File: src/rtl/if_id_stage_if.sv
// Instruction-memory request bus between the fetch stage and instruction memory.
// The fetch stage is the master: it raises a request with an address, and memory
// answers with ready and data in the same cycle.
interface if_id_stage_if;
  logic        imem_req;
  logic [31:0] imem_addr;
  logic        imem_ready;
  logic [31:0] imem_rdata;

  modport master (
    output imem_req,
    output imem_addr,
    input  imem_ready,
    input  imem_rdata
  );

  modport slave (
    input  imem_req,
    input  imem_addr,
    output imem_ready,
    output imem_rdata
  );
endinterface

File: src/rtl/if_id_stage.sv
// Fetch stage plus IF/ID pipeline register of the 5-stage RV32I core.
// Owns the PC, runs the instruction-memory handshake, and absorbs decode stalls
// with a one-entry hold buffer. EX branch redirects take priority over stalls.
module if_id_stage #(
  parameter logic [31:0] RESET_PC  = 32'h0000_0000,
  parameter logic [31:0] NOP_INSTR = 32'h0000_0013
) (
  input  logic               clk,
  input  logic               rst_n,
  input  logic               stall_IF_ID,
  input  logic               branch_taken_EX,
  input  logic [31:0]        branch_target_EX,
  if_id_stage_if.master      imem,
  output logic [31:0]        pc_IF_ID,
  output logic [31:0]        instr_IF_ID,
  output logic               valid_IF_ID,
  output logic [4:0]         rs1_IF_ID,
  output logic [4:0]         rs2_IF_ID,
  output logic [4:0]         rd_IF_ID
);

  typedef enum logic [1:0] {
    S_WAIT  = 2'd0,
    S_FETCH = 2'd1,
    S_HOLD  = 2'd2
  } state_e;

  state_e      state_q, state_d;
  logic [31:0] pc_q, pc_d;
  logic [31:0] pc_id_q, pc_id_d;
  logic [31:0] instr_id_q, instr_id_d;
  logic        valid_id_q, valid_id_d;
  logic [31:0] hold_pc_q, hold_pc_d;
  logic [31:0] hold_instr_q, hold_instr_d;

  // Redirect targets are always word aligned; the low two bits are dropped.
  logic [31:0] redirect_pc;
  assign redirect_pc = branch_target_EX & ~32'd3;

  // State register: every flop of the stage, cleared immediately by reset.
  always_ff @(posedge clk or negedge rst_n) begin
    if (!rst_n) begin
      state_q      <= S_WAIT;
      pc_q         <= RESET_PC;
      pc_id_q      <= 32'd0;
      instr_id_q   <= NOP_INSTR;
      valid_id_q   <= 1'b0;
      hold_pc_q    <= 32'd0;
      hold_instr_q <= 32'd0;
    end else begin
      state_q      <= state_d;
      pc_q         <= pc_d;
      pc_id_q      <= pc_id_d;
      instr_id_q   <= instr_id_d;
      valid_id_q   <= valid_id_d;
      hold_pc_q    <= hold_pc_d;
      hold_instr_q <= hold_instr_d;
    end
  end

  // Next-state logic: a stalled handshake parks in HOLD; redirect or stall release leaves it.
  always_comb begin
    state_d = state_q;
    case (state_q)
      S_WAIT:  state_d = S_FETCH;
      S_FETCH: begin
        if (!branch_taken_EX && imem.imem_ready && stall_IF_ID) state_d = S_HOLD;
      end
      S_HOLD: begin
        if (branch_taken_EX || !stall_IF_ID) state_d = S_FETCH;
      end
      default: state_d = S_WAIT;
    endcase
  end

  // Datapath next values: PC, IF/ID register and hold buffer, priority redirect > stall > normal.
  always_comb begin
    pc_d         = pc_q;
    pc_id_d      = pc_id_q;
    instr_id_d   = instr_id_q;
    valid_id_d   = valid_id_q;
    hold_pc_d    = hold_pc_q;
    hold_instr_d = hold_instr_q;
    case (state_q)
      S_WAIT: begin
        if (branch_taken_EX) pc_d = redirect_pc;
      end
      S_FETCH: begin
        if (branch_taken_EX) begin
          // Any data returned this cycle belongs to the wrong path and is dropped.
          pc_d       = redirect_pc;
          instr_id_d = NOP_INSTR;
          valid_id_d = 1'b0;
        end else if (imem.imem_ready) begin
          pc_d = pc_q + 32'd4;
          if (!stall_IF_ID) begin
            pc_id_d    = pc_q;
            instr_id_d = imem.imem_rdata;
            valid_id_d = 1'b1;
          end else begin
            // Decode cannot take it yet, so park the fetched word.
            hold_pc_d    = pc_q;
            hold_instr_d = imem.imem_rdata;
          end
        end else if (!stall_IF_ID) begin
          instr_id_d = NOP_INSTR;
          valid_id_d = 1'b0;
        end
      end
      S_HOLD: begin
        if (branch_taken_EX) begin
          hold_pc_d    = 32'd0;
          hold_instr_d = 32'd0;
          instr_id_d   = NOP_INSTR;
          valid_id_d   = 1'b0;
          pc_d         = redirect_pc;
        end else if (!stall_IF_ID) begin
          pc_id_d    = hold_pc_q;
          instr_id_d = hold_instr_q;
          valid_id_d = 1'b1;
        end
      end
      default: ;
    endcase
  end

  // Outputs: request only while fetching; address is the PC; decode fields come straight from IF/ID.
  always_comb begin
    imem.imem_req  = (state_q == S_FETCH);
    imem.imem_addr = pc_q;
    pc_IF_ID       = pc_id_q;
    instr_IF_ID    = instr_id_q;
    valid_IF_ID    = valid_id_q;
    rs1_IF_ID      = instr_id_q[19:15];
    rs2_IF_ID      = instr_id_q[24:20];
    rd_IF_ID       = instr_id_q[11:7];
  end

endmodule

File: src/flat_wrapper.sv
// flat-port wrapper written by rule: the top's interface ports become plain ports
module if_id_stage_flat 
#(
  parameter logic [31:0] RESET_PC  = 32'h0000_0000,
  parameter logic [31:0] NOP_INSTR = 32'h0000_0013
)
  (clk, rst_n, stall_IF_ID, branch_taken_EX, branch_target_EX, pc_IF_ID, instr_IF_ID, valid_IF_ID, rs1_IF_ID, rs2_IF_ID, rd_IF_ID, imem_imem_req, imem_imem_addr, imem_imem_ready, imem_imem_rdata);
  if_id_stage_if imem_i ();
  input  logic clk;
  input  logic rst_n;
  input  logic stall_IF_ID;
  input  logic branch_taken_EX;
  input  logic [31:0] branch_target_EX;
  output logic [31:0] pc_IF_ID;
  output logic [31:0] instr_IF_ID;
  output logic valid_IF_ID;
  output logic [4:0] rs1_IF_ID;
  output logic [4:0] rs2_IF_ID;
  output logic [4:0] rd_IF_ID;
  output wire logic [$bits(imem_i.imem_req)-1:0] imem_imem_req;
  output wire logic [$bits(imem_i.imem_addr)-1:0] imem_imem_addr;
  input wire logic [$bits(imem_i.imem_ready)-1:0] imem_imem_ready;
  input wire logic [$bits(imem_i.imem_rdata)-1:0] imem_imem_rdata;
  assign imem_imem_req = imem_i.imem_req;
  assign imem_imem_addr = imem_i.imem_addr;
  assign imem_i.imem_ready = imem_imem_ready;
  assign imem_i.imem_rdata = imem_imem_rdata;
  if_id_stage #(.RESET_PC(RESET_PC), .NOP_INSTR(NOP_INSTR)) u_core (.clk(clk), .rst_n(rst_n), .stall_IF_ID(stall_IF_ID), .branch_taken_EX(branch_taken_EX), .branch_target_EX(branch_target_EX), .imem(imem_i), .pc_IF_ID(pc_IF_ID), .instr_IF_ID(instr_IF_ID), .valid_IF_ID(valid_IF_ID), .rs1_IF_ID(rs1_IF_ID), .rs2_IF_ID(rs2_IF_ID), .rd_IF_ID(rd_IF_ID));
endmodule
File: config.mk
export PLATFORM = sky130hd
export DESIGN_NAME = if_id_stage_flat
export DESIGN_NICKNAME = d
export VERILOG_FILES = /design/src/rtl/if_id_stage_if.sv /design/src/rtl/if_id_stage.sv /design/src/flat_wrapper.sv
export SDC_FILE = /design/constraint.sdc
export NUM_CORES = 1
export LEC_CHECK = 0
export CAP_MARGIN = 15
export CORE_ASPECT_RATIO = 2
export CORE_MARGIN = 8
export CORE_UTILIZATION = 50
export CTS_CLUSTER_SIZE = 12
export DETAILED_ROUTE_END_ITERATION = 8
export PLACE_DENSITY = 0.79
export SLEW_MARGIN = 20
export SYNTH_ARGS = -nofsm -noshare
export SYNTH_HDL_FRONTEND = slang
export SYNTH_SLANG_ARGS = --single-unit
File: constraint.sdc
create_clock -name clk -period 2.4 [get_ports clk]
set_input_delay 0.36 -clock clk [delete_from_list [all_inputs] [get_ports clk]]
set_output_delay 0.36 -clock clk [all_outputs]
set_load 0.01 [all_outputs]
==> reports/metrics.yaml <==
outcome:
  outcome: "completed"
synthesis:
  async_flop_share: 1.00
  ys.warnings.count: 0
  synth.most_common_cell: "dfrtp_1"
  ys_seq_area_frac: 0.513
  ys_types: 59
  yosys.area.top_type_share: 0.503
  synth_seq_cells: 159
  synth_area_leaders: "dfrtp_1 (50%), nand2_1 (7.2%), o21ai_0 (5.1%)"
  synth_flop_cell: "dfrtp_1"
  syn_inst: 837
  synth.avg_cell_area_um2: 9.27
  synthTopCellsByCount: "dfrtp_1 (156), nand2_1 (149), o21ai_0 (79)"
  synth_edf_count: 0
  synth_area_leader_cell: "dfrtp_1"
  synth_area_mm2: 0.00776
critical_path:
  start_kind: "flop"
  cp_num_buf_inv: 3
  path_cells: "inv_1 -> ha_4 -> buf_4 -> o31a_1 -> or2_2 -> buf_4 -> nor2_1 -> a2bb2oi_1"
  worst-path-max-fanout: 15
  ff2ff_path_depth: 8
  cp_num_cells: 8
  critPathArrivalTime_ps: 2590
  cp_common_cell: "buf_4"
  crit_type: "flop to flop"
  endpoint: "u_core.imem.imem_addr[8]"
  crit_start: "u_core.state_q[0]"
  crit_slowest_cell: "dfrtp_1"
  end_kind: "flop"
  cp_data_required_time_ps: 2730
  r2r-end: "u_core.imem.imem_addr[8]"
  r2r-start: "u_core.state_q[0]"
  cpPeakStageDelay_ps: 420
  rrSetupSlack_ps: 140
  path_delay_family: "buffers and inverters"
place:
  place_area_mm2: 0.00980
  gp_congestion: 0.966
  dpl.cell_count: 1169
  port_buffers: 177
  preCtsSetupSlack_ps: -61.3
  dpl.hpwl_mm: 15.1
sta:
  drv_slew: 0
  max_freq_mhz: 443
  hold_viol_final: 0
  finalWorstSetupSlack_ps: 145
  tightest_slew_ps: 538
  skew_ps: 6.37
  fin_tns_setup_ps: 0
  grt_setup_unrepaired: "no"
  slew-limit-headroom: 0.641
  fin_crit_sh: 0.940
  fin_crit_ps: 2260
  finalSetupViolCount: 0
floorplanning:
  core_mm2: 0.0152
  fp.dieH_um: 192
  pin_count: 182
  dieArea_mm2: 0.0200
  row_count: 64
  start_util: 0.510
  die_w_um: 104
final_layout:
  fillers: 1202
  area_growth_syn_to_layout_pct: 34.1
  instances_no_fill: 1204
  nNetsFinal: 1066
  drive_gt1_frac: 0.0925
  seq_area_mm2: 0.00398
  final_cell_area_mm2: 0.0104
  multi_input_area_mm2: 0.00338
routing:
  wl_met2_mm: 11.2
  drc: 0
  drtIter0Drc: 271
  postRouteAntennaNets: 0
  wl_met1_mm: 8.32
  routed_via_density: 5.59
  dr.pass1.iters: 5
  wl_met3_mm: 1.07
  drt_wl_total_mm: 21.2
  vias: 6735
  top_layer_used: "met4"
  wl_per_cell_um: 17.6
worst_hold_path:
  hp-class: "primary input to flop"
global_routing:
  antenna_found_initial: 1
  grt_max_degree: 61
  grt_pass1_wl_mm: 35.3
  grt_pass1_vias: 6830
  grt-ovfl-total: 0
  grt_usage: 0.218
clocking:
  cts_num_sinks: 159
  cts.path.max_buffers: 2
  clk_pin_slew_worst_paths_ps: 60
  cts_resized: 0
  post_cts_buffers: 0
  htreeDepth: 4
  cts_buffers: 17
  postCtsHoldBufs: 1
  cts_root_buf: "clkbuf_16"
  tritoncts: "built"
  clk_latency_ps: 420
power_and_ir_drop:
  power_density_mw_per_mm2: 1340
  vdd_drop_max_uv: 884
  power_leakage_uw: 0.00433
flow_run:
  maxCapViolCount: 0
## cell usage in the layout, fill, tap and decap left out, drive strengths merged, types with 2 or more instances in the layout
master / synthesis / routed
nand4: 13 / 13
a31oi: 35 / 35
o31ai: 29 / 29
a21oi: 32 / 32
and2: 4 / 4
or2: 2 / 2
and3: 6 / 6
a2bb2oi: 8 / 8
dfstp: 3 / 3
clkdlybuf4s50: 0 / 175
o2bb2ai: 2 / 2
clkinv: 0 / 4
nand2b: 58 / 58
mux2: 3 / 3
o22ai: 8 / 8
nand2: 149 / 149
o211ai: 2 / 2
conb: 1 / 2
a2111oi: 3 / 3
clkbuf: 52 / 22
o22a: 7 / 7
a41o: 2 / 2
dfrtp: 156 / 156
ha: 5 / 5
nor4: 6 / 6
or3: 2 / 2
o2bb2a: 27 / 27
inv: 10 / 10
nor2: 49 / 49
nand3: 19 / 19
nor3: 6 / 6
o21ai: 79 / 79
o32ai: 4 / 4
and4: 4 / 4
buf: 31 / 42
nor2b: 5 / 5
clkinvlp: 0 / 5
## cell families after synthesis
kind of cell / synth area share
other cells: 0.000483
mux: 0.00564
fa+ha+maj: 0.00806
compound gates: 0.214
flops: 0.513
simple gates: 0.201
buf+inv: 0.0572
## worst min-delay path by stage
stage	slack [ps]	startpoint	cells after the start	end
2_1_floorplan	60	rst_n	0	u_core.hold_instr_q[0]
3_3_place_gp	360	rst_n	1	u_core.pc_IF_ID[25]
3_5_place_dp	360	rst_n	1	u_core.hold_pc_q[25]
4_1_cts	280	branch_taken_EX	2	u_core.valid_IF_ID
5_1_grt	310	branch_taken_EX	2	u_core.valid_IF_ID
6_report	300	branch_taken_EX	2	u_core.valid_IF_ID
## metrics by stage
stage	utilization	power [uW]	hold WS, ps
after global routing	0.684	15000	307
final	0.684	14000	304
after floorplan	-	8310	64.4
after CTS	0.682	14100	284
after global placement	0.644	11300	359
after detailed placement	0.644	11400	362
## registers in the layout (all words and copies together) (netlist names)
signal                 cells
u_core.pc_IF_ID           31
u_core.valid_IF_ID         1
u_core.hold_instr_q       32
u_core.hold_pc_q          31
u_core.instr_IF_ID        32
u_core.state_q             2
u_core.imem.imem_addr     30
## cell type report
class	instances	area share
multi-input combinational	586	0.324
clock buffer	22	0.0456
timing repair buffer	218	0.211
inverter	10	0.00361
tap	198	0.0238
sequential	159	0.383
clock inverter	10	0.00842
antenna	1	0.000240
## metal layers
metal | vias up | track usage
met4 | 0 | 0.109
met1 | 3201 | 0.240
met5 | - | 0
met2 | 237 | 0.386
li1 | 3252 | -
met3 | 45 | 0.0504
## power by group
| group | total, uW | switching [uW] | internal, uW |
|---|---|---|---|
| clock network | 2560 | 1060 | 1500 |
| registers | 4920 | 973 | 3950 |
| logic | 6470 | 3320 | 3150 |
| total | 14000 | 5350 | 8610 |
Power figures use the tool's default switching activity.
